**src/rtl/dmem_lane_arbiter.sv**
```systemverilog
// Arbitrates EVEN/ODD lane accesses onto one single-ported data memory; a lone access passes through with zero added latency.
// On a dual access, stall is raised for one cycle and EVEN then ODD is serviced; both lanes' load data return together.
module dmem_lane_arbiter #(
  parameter int AW    = 32,
  parameter int DW    = 32,
  parameter int CNT_W = 16
) (
  input  logic             clk,
  input  logic             reset,
  input  logic             req_even,
  input  logic             we_even,
  input  logic [AW-1:0]    addr_even,
  input  logic [DW-1:0]    wdata_even,
  output logic [DW-1:0]    rdata_even,
  input  logic             req_odd,
  input  logic             we_odd,
  input  logic [AW-1:0]    addr_odd,
  input  logic [DW-1:0]    wdata_odd,
  output logic [DW-1:0]    rdata_odd,
  output logic             stall,
  output logic [AW-1:0]    mem_addr,
  output logic [DW-1:0]    mem_wdata,
  output logic             mem_we,
  input  logic [DW-1:0]    mem_rdata,
  output logic [CNT_W-1:0] conflict_cnt
);

  typedef enum logic {PASS, SECOND} state_t;

  state_t        state, state_nxt;
  logic [DW-1:0] hold_rdata;
  logic [AW-1:0] odd_addr;
  logic [DW-1:0] odd_wdata;
  logic          odd_we;
  logic          conflict;
  logic          stall_raw;
  logic          we_raw;

  always_ff @(posedge clk or negedge reset) begin
    if (!reset) state <= PASS;
    else        state <= state_nxt;
  end

  always_comb begin
    state_nxt  = state;
    conflict   = 1'b0;
    stall_raw  = 1'b0;
    we_raw     = 1'b0;
    mem_addr   = addr_even;
    mem_wdata  = wdata_even;
    rdata_even = mem_rdata;
    rdata_odd  = mem_rdata;
    case (state)
      PASS: begin
        if (req_even && req_odd) begin
          conflict  = 1'b1;
          stall_raw = 1'b1;
          we_raw    = we_even;
          state_nxt = SECOND;
        end else if (req_odd) begin
          mem_addr  = addr_odd;
          mem_wdata = wdata_odd;
          we_raw    = we_odd;
        end else if (req_even) begin
          we_raw    = we_even;
        end
      end
      SECOND: begin
        // Lane inputs are ignored here; the frozen pipeline still holds them.
        mem_addr   = odd_addr;
        mem_wdata  = odd_wdata;
        we_raw     = odd_we;
        rdata_even = hold_rdata;
        state_nxt  = PASS;
      end
      default: state_nxt = PASS;
    endcase
  end

  // Gated combinationally so neither a write nor a freeze leaks out while in reset.
  assign mem_we = we_raw & reset;
  assign stall  = stall_raw & reset;

  always_ff @(posedge clk or negedge reset) begin
    if (!reset) begin
      hold_rdata   <= '0;
      odd_addr     <= '0;
      odd_wdata    <= '0;
      odd_we       <= 1'b0;
      conflict_cnt <= '0;
    end else if (conflict) begin
      hold_rdata <= mem_rdata;
      odd_addr   <= addr_odd;
      odd_wdata  <= wdata_odd;
      odd_we     <= we_odd;
      if (conflict_cnt != {CNT_W{1'b1}}) conflict_cnt <= conflict_cnt + 1'b1;
    end
  end

endmodule
```
**config.mk**
```make
export PLATFORM = sky130hd
export DESIGN_NAME = dmem_lane_arbiter
export DESIGN_NICKNAME = d
export VERILOG_FILES = /design/src/rtl/dmem_lane_arbiter.sv
export SDC_FILE = /design/constraint.sdc
export NUM_CORES = 1
export LEC_CHECK = 0
export CORE_ASPECT_RATIO = 0.7
export CORE_MARGIN = 3
export CORE_UTILIZATION = 30
export DETAILED_ROUTE_END_ITERATION = 10
export GPL_TIMING_DRIVEN = 0
export SLEW_MARGIN = 30
export SYNTH_ARGS = -nofsm -noshare
export SYNTH_HDL_FRONTEND = slang
export SYNTH_SLANG_ARGS = --single-unit
```
**constraint.sdc**
```tcl
create_clock -name clk -period 1.7 [get_ports clk]
set_clock_uncertainty 0.15 [all_clocks]
set_input_delay 0.34 -clock clk [delete_from_list [all_inputs] [get_ports clk]]
set_output_delay 0.34 -clock clk [all_outputs]
set_load 0.1 [all_outputs]
```
# After elaboration in Yosys (flattened, before gate mapping)
# Cells that the tools add are included.
# word_totals
reg_bits	114
inputBits	166
out_inout_bits	146
elab_cells	27
# op_classes
addsub	1
n_eq_ne	1
muxes	14
bitwise_logic	3
n_reduce_logical	2
# op_table
operator	count
32-bit two-way mux	5
32-bit case mux with 2 select lines	2
16-bit by 1-bit adder with 16-bit output (second input constant)	1
16-bit inequality test (second input constant)	1
1-bit two-way mux	5
1-bit case mux with 2 select lines	2
1-bit AND	2
2-bit AND reduction	1
1-bit logical AND	1
1-bit NOT	1

# Logic depth before layout (Yosys ltp)
# depth
ltp_word	5
depth_mapped	7
ltp_nobuf	5

# Least setup slack after synthesis
# Ideal clock, no wire load.
# synth_path
kind	input port to output port
startpoint	input port req_odd
endpoint	output port mem_addr[0]
t_arrival_ns	3.099
t_required_ns	1.210
path_slack_ns	-1.889
cell_stages	5
n_path_buf	2
path_cell_list	nor2b_1 buf_2 buf_4 mux2i_1 o21ai_0
# synth_between
elab_chain_cells	3
word_cells_on_any_way	4
# synth_lines
element	line	source
start, declared	15	input logic req_odd,
32-bit two-way mux / 1-bit logical AND (equally long branches)	60, 55	
32-bit two-way mux (*)	55	if (req_even && req_odd) begin
32-bit case mux with 2 select lines (*)	53	case (state)
end, declared	21	output logic [AW-1:0] mem_addr,
# Every way passes the cells marked *; elsewhere a longest branch is shown, timed or not.

# Final worst setup path
# layout_path
startpoint	register state
endpoint	output port stall
# layout_between
elab_chain_cells	2
# layout_lines
element	line	source
start, declared	30	state_t state, state_nxt;
start signal, assigned	41	else state <= state_nxt;
1-bit two-way mux	53	
1-bit AND	82	assign stall = stall_raw & reset;
end, declared	20	output logic stall,
# Every way passes these cells.

==> summary.md <==
| Metric | Value |
|---|---|
| Status | `complete, but fails checks` |
| Violated checks | `negative hold slack, negative setup slack` |
| Antenna cells | `0` |
| Die span in x | `182 µm` |
| Pleak | `6.00 nW` |
| Setup WS pre-CTS | `-1770 ps` |
| Cell variety after synth | `39` |
| Top cell by count, worst path | `buf_12` |
| Count of non-filler cells in the finished layout | `1406` |
| HPWL after DPL | `18100 µm` |
| Yosys reg bits | `114` |
| Power Total | `13.6 mW` |
| Number of flops mapped to enable cells by yosys | `0` |
| Period utilisation layout | `1.34` |
| Top cell type's share of synthesized area | `0.441` |
| Layout cell share with drive strength beyond 1 | `0.410` |
| Cell Rows | `44` |
| Ys Warns | `0` |
| Final instance area | `0.0135 mm²` |
| Power density over the cells | `1010 mW/mm²` |
| R2r startpoint | `conflict_cnt[1]` |
| Setup violators final | `189` |
| Min cycle time layout | `2280 ps` |
| Die footprint | `0.0234 mm²` |
| Grt ovf | `0` |
| Clk_lat worst skew | `410 ps` |
| CTS Root Cell | `clkbuf_16` |
| Most frequent cell after synthesis | `nand2_1` |
| Area contributors post-synth | `dfrtp_1 44%, nand2_1 21%, mux2i_1 9.9%` |
| Initial core utilization | `0.309` |
| # IOs | `312` |
| Peak VDD IR | `576 µV` |
| Htree depth | `4` |
| Rel. slew slack | `0.638` |
| Max Cap Viol | `0` |
| CP max FO | `11` |
| Family with the most delay on the worst path | `buffers and inverters` |
| Syn Nets | `939` |
| First-pass iteration count of the detailed router | `4` |
| Die height | `129 µm` |
| Placed Area | `0.0110 mm²` |
| Crit-path cells | `buf_12 -> nand3b_4 -> inv_4 -> clkbuf_16 -> buf_12 -> and2_4 -> buf_12` |
| Initial antenna violation count | `0` |
| Worst Setup End Kind | `output pin` |
| Largest net degree at the start of global routing | `64` |
| Setup crit start | `state` |
| Nets | `1284` |
| # DRC | `0` |
| Area delta synth->final | `108%` |
| First-pass GRT wire length | `38100 µm` |
| Placed cell count | `1360` |
| Number of CTS-inserted buffers | `17` |
| Routed via count | `6562` |
| Synth Instances | `772` |
| Mapped cell area | `0.00647 mm²` |
| DRT antenna net count | `0` |
| GRT Total Usage | `0.209` |
| TritonCTS clock tree | `done` |
| RSZ-0062 raised after global routing | `true` |
| Sinks on Clock Net | `114` |
| Worst Hold Class | `in2async` |
| Max incr delay on CP | `400 ps` |
| DRT Wirelength | `25300 µm` |
| Drt via density | `4.67` |
| Commonest cells post-synth | `359 x nand2_1, 114 x dfrtp_1, 67 x o21ai_0` |
| Final hold viol count | `51` |
| Worst-path clk slew | `60 ps` |
| Drt initial violations | `341` |
| Top cell type by total area after synthesis | `dfrtp_1` |
| Crit start category | `flip-flop` |
| Clk buf depth | `2` |
| Hold Worst Slack | `-315 ps` |
| RePlAce Congestion | `0.769` |
| Post-synthesis sequential area ratio | `0.441` |
| Worst-margin pin slew | `543 ps` |
| Critical-path top delay cell | `dfrtp_1` |
| CP Class | `reg2out` |
| Worst Path Required | `1210 ps` |
| Max Freq | `438 MHz` |
| Worst path arrival time | `1790 ps` |
| Max-slew violations | `0` |
| Vias in the first global route | `6740` |
| Final worst slack | `-582 ps` |
| Main flop type after synthesis | `dfrtp_1` |
| Crit path buf inv count | `5` |
| Post-DR wirelength/cell | `18.0 µm` |
| Core ar. | `0.0210 mm²` |
| IO Port Bufs | `311` |
| Syn Area/Cell | `8.39 µm²` |
| Async set-reset flop share out of synthesis | `1.00` |
-- metrics by stage --
| step | utilization | setup TNS, ps |
|---|---|---|
| 2_1_floorplan | - | -17970 |
| 3_3_place_gp | 0.526 | -777420 |
| 3_5_place_dp | 0.527 | -226080 |
| 4_1_cts | 0.622 | -81120 |
| 5_1_grt | 0.643 | -68090 |
| 6_report | 0.643 | -53870 |
-- what timing repair did --
action,in CTS,in global routing
resized for setup,1078,196
pin swaps,1,10
setup endpoints to repair,251,247
setup buffers,7,3
cloned,2,2
endpoints found under the hold margin,51,51
-- final timing paths --
path / to / slack, ps / cells after the start
setup / recovery: stall / -580 / 7
hold / removal: odd_addr[5] / -310 / 1
setup reg to reg: conflict_cnt[1] / -240 / 5
hold reg to reg: hold_rdata[25] / 320 / 2
max in group asynchronous: conflict_cnt[15] / 1000 / 2
min in group clk: hold_rdata[30] / 120 / 3
-- cell usage in the layout (no fill, tap or decap), types with 6 or more instances in the layout --
| cell type | n |
|---|---|
| mux2i_4 | 15 |
| buf_4 | 59 |
| dfrtp_4 | 15 |
| o21ai_4 | 64 |
| buf_8 | 19 |
| nand2_1 | 353 |
| dfrtp_1 | 98 |
| nand4_1 | 6 |
| mux2i_2 | 39 |
| nand2_2 | 6 |
| buf_6 | 31 |
| buf_12 | 108 |
| clkdlybuf4s50_1 | 159 |
| mux2i_1 | 10 |
| mux2_4 | 32 |
| clkbuf_16 | 21 |
-- area by class of cell --
class / count / area [µm²]
clock inverters: 12 / 159
fillers: 1692 / 7500
multi-input cells: 575 / 4370
flip-flops and latches: 114 / 2910
inverters: 4 / 17.5
well taps: 276 / 345
plain buffers: 79 / 878
clock buffers: 20 / 447
repair buffers: 326 / 4350
-- flip-flops by register name, indices dropped and copies added, names as in the netlist --
name,flops
hold_rdata,32
odd_addr,32
odd_wdata,32
conflict_cnt,16
odd_we,1
state,1
-- power breakdown --
group	internal (mW)	leakage, nW	switching, mW	total (mW)
registers	3.18	1.40	0.325	3.51
logic	2.39	4.33	4.02	6.41
clock network	2.35	0.278	1.34	3.68
-- metal layers --
metal	vias to the layer above	global-route usage	routed length, µm
li1	3181	-	-
met1	3142	0.269	11000
met2	229	0.340	12000
met3	10	0.0743	2200
met4	0	0.0506	170
met5	-	0	0
-- cells by family after synthesis --
family / Yosys count / synth area share
fa+ha+maj: 1 / 0.00193
xor+xnor: 10 / 0.0135
compound gates: 70 / 0.0549
buf+inv: 83 / 0.0740
flops: 114 / 0.441
simple gates: 394 / 0.252
mux: 100 / 0.163
No activity file was read; power rests on OpenSTA's default activity.
